### src/rtl/uart_debug_ctrl.sv
// uart_debug_ctrl: UART debug command sequencer (run/step CPU, dump debug words MSB-first)
module uart_debug_ctrl #(
  parameter int DBIT    = 8,
  parameter int DATA_W  = 32,
  parameter int N_WORDS = 8,
  parameter int ADDR_W  = 3
) (
  input  logic              clk,
  input  logic              reset,
  input  logic              rx_empty,
  input  logic [DBIT-1:0]   r_data,
  output logic              rd_uart,
  output logic              wr_uart,
  output logic [DBIT-1:0]   w_data,
  input  logic              tx_done_tick,
  input  logic              cpu_halt,
  output logic              cpu_en,
  output logic [ADDR_W-1:0] dump_addr,
  input  logic [DATA_W-1:0] dump_data,
  output logic              busy
);
  localparam int NB = DATA_W / DBIT;
  localparam int BW = NB > 1 ? $clog2(NB) : 1;
  localparam logic [BW-1:0] LAST_BYTE = BW'(NB - 1);
  localparam logic [ADDR_W-1:0] LAST_WORD = ADDR_W'(N_WORDS - 1);
  typedef enum logic [2:0] {IDLE, DECODE, RUN, STEP, LOAD, SEND, WAIT_TX} state_t;
  state_t r_state;
  logic [DBIT-1:0] r_cmd;
  logic [DATA_W-1:0] r_shift;
  logic [BW-1:0] r_byte_cnt;
  // Command sequencer: pops one command per IDLE visit, then runs/steps the CPU and streams the dump
  always_ff @(posedge clk or posedge reset) begin
    if (reset) begin
      r_state <= IDLE;
      r_cmd <= '0;
      r_shift <= '0;
      r_byte_cnt <= '0;
      rd_uart <= 1'b0;
      wr_uart <= 1'b0;
      w_data <= '0;
      cpu_en <= 1'b0;
      dump_addr <= '0;
      busy <= 1'b0;
    end else begin
      rd_uart <= 1'b0;
      wr_uart <= 1'b0;
      case (r_state)
        IDLE: if (!rx_empty) begin
          r_cmd <= r_data;
          rd_uart <= 1'b1;
          busy <= 1'b1;
          r_state <= DECODE;
        end
        DECODE: case (r_cmd)
          DBIT'(8'h43): r_state <= RUN;
          DBIT'(8'h53): begin
            cpu_en <= 1'b1;
            r_state <= STEP;
          end
          DBIT'(8'h44): begin
            dump_addr <= '0;
            r_state <= LOAD;
          end
          default: begin
            busy <= 1'b0;
            r_state <= IDLE;
          end
        endcase
        RUN: begin
          cpu_en <= !cpu_halt;
          if (cpu_halt) begin
            dump_addr <= '0;
            r_state <= LOAD;
          end
        end
        STEP: begin
          cpu_en <= 1'b0;
          dump_addr <= '0;
          r_state <= LOAD;
        end
        LOAD: begin
          r_shift <= dump_data;
          r_byte_cnt <= '0;
          r_state <= SEND;
        end
        SEND: begin
          w_data <= r_shift[DATA_W-1 -: DBIT];
          wr_uart <= 1'b1;
          r_state <= WAIT_TX;
        end
        WAIT_TX: if (tx_done_tick) begin
          r_shift <= r_shift << DBIT;
          if (r_byte_cnt < LAST_BYTE) begin
            r_byte_cnt <= r_byte_cnt + 1'b1;
            r_state <= SEND;
          end else if (dump_addr < LAST_WORD) begin
            dump_addr <= dump_addr + 1'b1;
            r_state <= LOAD;
          end else begin
            dump_addr <= '0;
            busy <= 1'b0;
            r_state <= IDLE;
          end
        end
        default: r_state <= IDLE;
      endcase
    end
  end
endmodule

### config.mk
export PLATFORM = sky130hd
export DESIGN_NAME = uart_debug_ctrl
export DESIGN_NICKNAME = d
export VERILOG_FILES = /design/src/rtl/uart_debug_ctrl.sv
export SDC_FILE = /design/constraint.sdc
export NUM_CORES = 1
export LEC_CHECK = 0
export ABC_CLOCK_PERIOD_IN_PS = 2090
export BUFFER_PORTS_ARGS = -buffer_cell sky130_fd_sc_hd__buf_2
export CAP_MARGIN = 20
export CORE_MARGIN = 10
export CORE_UTILIZATION = 54
export CTS_CLUSTER_SIZE = 24
export DETAILED_ROUTE_END_ITERATION = 12
export HOLD_SLACK_MARGIN = 0.05
export PLACE_DENSITY = 0.76
export SYNTH_ARGS = -nofsm -noshare
export SYNTH_HDL_FRONTEND = slang
export SYNTH_SLANG_ARGS = --single-unit
### constraint.sdc
create_clock -name clk -period 2.09 [get_ports clk]
set_input_delay 0.418 -clock clk [delete_from_list [all_inputs] [get_ports clk]]
set_output_delay 0.418 -clock clk [all_outputs]
set_load 0.01 [all_outputs]
==> metrics.txt <==
via/cell ratio=approximately 5; Fin. Hold Viols=0; Post CTS Setup Buffer Count=0; Max IR drop VDD=~0.83 mV; post-route ant nets=0; area occupied by registers=~1500 µm²; CTS Sinks=60; status=complete, no violations; Worst Skew=0.00811 ns; synth unique cells=37; initial drt markers=between 100 and 150; # diodes=0; largest net degree at the start of global routing=61; syn_area_per_cell=between 10 and 15 µm²; fillers=approximately 380; drt wl/cell=14.2 µm; register area share after synthesis=54.2%; most frequent cells in the layout=dfrtp_1, buf_2, nand2_1, mux2i_1, o21ai_0; Post-synth top flop=dfrtp_1; Required @ worst endpoint=2.28 ns; Nets=370; grt ovf=0; fraction of layout cells with a size suffix above 1=between 30% and 40%; clk slew on worst S/H paths=around 0.060 ns; Slew headroom=between 70% and 80%; H-tree levels=3; GP Congestion=slightly above 0.8; Arr. time, crit path=~2.0 ns; CP endpoint kind=flop; Synth area leader=dfrtp_1; CP Cell Sequence=and3b_1 -> a21oi_4 -> buf_4 -> o21ai_0; total negative slack=0 ns; clk_lat worst skew=around 0.32 ns; cell count after synthesis=around 260; Pleak=1.74 nW; DRC=0; Design Power=0.00460 W; Slew Viols, Final=0; EDFF count, synth=0; final WL=5600 µm; hpwl dp=4110 µm; IO Pins=60; post-cts gate resize count=0; area added between synthesis and finish=20.1%; GRT Util Overall=between 10 and 15%; Worst setup SP type=flop; Worst path max stage delay=0.62 ns; CTS tree=done; Synth top area share=between 50% and 60%; Worst-Margin Slew=around 0.45 ns; Yosys warnings=0; Fmax=roughly 560 MHz; CP max stage cell=dfrtp_1; Port-buffer cells=59; Core ar.=roughly 4800 µm²; RSZ-0062 raised after global routing=no; hold_buf cts=0; clock buffer depth=2; Die Y-Extent=approximately 90 µm; die area=8390 µm²; Rows=25; Root Buffer=clkbuf_8; Tcrit/Tclk final=between 80% and 90%; via count=roughly 2000; Crit Path Category=reg -> reg; async set-reset flop share out of synthesis=100%; commonest non-fill, non-tap cell in the layout=dfrtp_1; total of max-cap violations=0; global-route wire length before repair=between 9000 and 10000 µm; 1st-pass router iterations=4; vias in the first global route=between 2000 and 2500; Post-Syn Nets=306; initial antenna violation count=0; Setup Viol. Count Final=0; worst hold path type=in -> async; Die Wd=slightly above 90 µm; top post-synthesis cells by area=dfrtp_1, mux2i_1, nand2_1; min Tclk post-route=1.78 ns; initial core utilization=a little under three fifths; PwrDens=between 1000 and 1500 nW/µm²; #FFs+latches synth=60; Max FO, Critical Path=25; area occupied by multi-input gates=1160 µm²; CTS buffer count=9; Netlist Area Pre-Place=~2800 µm²
-- metrics by stage --
step                      utilization [%]  instances  hold slack (ns)  setup slack [ns]  cell area (µm²)
after floorplan                         -        259            0.439             0.187             2770
after global placement               65.1        379            0.452             0.408             3160
after detailed placement             65.1        379            0.459             0.322             3160
after CTS                            68.5        394            0.155             0.321             3320
after global routing                 68.5        394            0.168             0.169             3320
final                                68.5        394            0.146             0.310             3320
-- path summary, 6_finish.rpt --
path	start	to	slack [ns]	cells past startpoint
max in group asynchronous	reset	r_state[0]	1.70	3
setup / recovery	r_state[0]	r_shift[17]	0.31	4
hold reg to reg	w_data[0]	w_data[0]	0.47	2
hold / removal	reset	dump_addr[1]	0.15	3
setup reg to reg	r_state[0]	r_shift[17]	0.31	4
min in group clk	r_data[1]	r_cmd[1]	0.31	2
-- power breakdown --
group / internal, W / leakage, nW / switching, W
combinational: 0.000791 / 0.901 / 0.000881
clock: 0.000454 / 0.0852 / 0.000424
sequential: 0.00169 / 0.752 / 0.000357
-- final cells by class --
cell class,count,share of cell area [%]
flip-flops and latches,60,45.2
multi-input cells,175,34.8
repair buffers,69,11.5
inverters,8,0.904
clock buffers,11,4.25
clock inverters,4,0.791
well taps,67,2.52
-- state kept, by name (all words and copies together) (netlist names) --
name and count:
cpu_en 1, r_state 3, r_shift 32, rd_uart 1
r_cmd 8, w_data 8, wr_uart 1, dump_addr 3
busy 1, r_byte_cnt 2
-- logic make-up (layout without fill, tap and decap cells) --
group,count (synthesis),in the layout,synth area share [%]
AO/OA/AOI/OAI,58,58,12.7
buffers and inverters,24,92,4.57
multiplexers,35,35,13.1
adder cells (fa/ha/maj),2,2,0.904
AND/OR/NAND/NOR,80,80,14.5
flip-flops,60,60,54.2
-- metal layers --
layer  vias up  share of wire (%)  track usage (%)  wire [µm]
li1       1036                  -                -          -
met1       930                 47             18.4       2620
met2        52                 44             20.0       2490
met3         6                7.5             4.94        423
met4         0                1.2             5.48         67
met5         -                  0                0          0
-- worst max-delay path: cells and delay by family, from the launching register on --
family	cells	cell delay, ns
flip-flops	1	0.62
AO/OA/AOI/OAI	2	0.42
AND/OR/NAND/NOR	1	0.31
buffers and inverters	1	0.30
-- cell usage after synthesis, types with 2 or more instances --
library cell and count:
buf_4 4, nor3_2 2, nor2b_1 3, clkbuf_1 2, o22ai_1 2, o21ai_0 15, mux2_1 2, a31oi_1 2
ha_1 2, buf_2 9, a21oi_1 12, mux2i_1 26, a22o_1 10, nor2_1 8, dfrtp_1 60, nand3b_1 2
nand2b_1 3, or4b_4 2, mux2_2 7, o21ai_1 13, nand2_1 50, nor3_1 2, inv_1 7
Note: power is estimated with default switching activity, not from simulation.
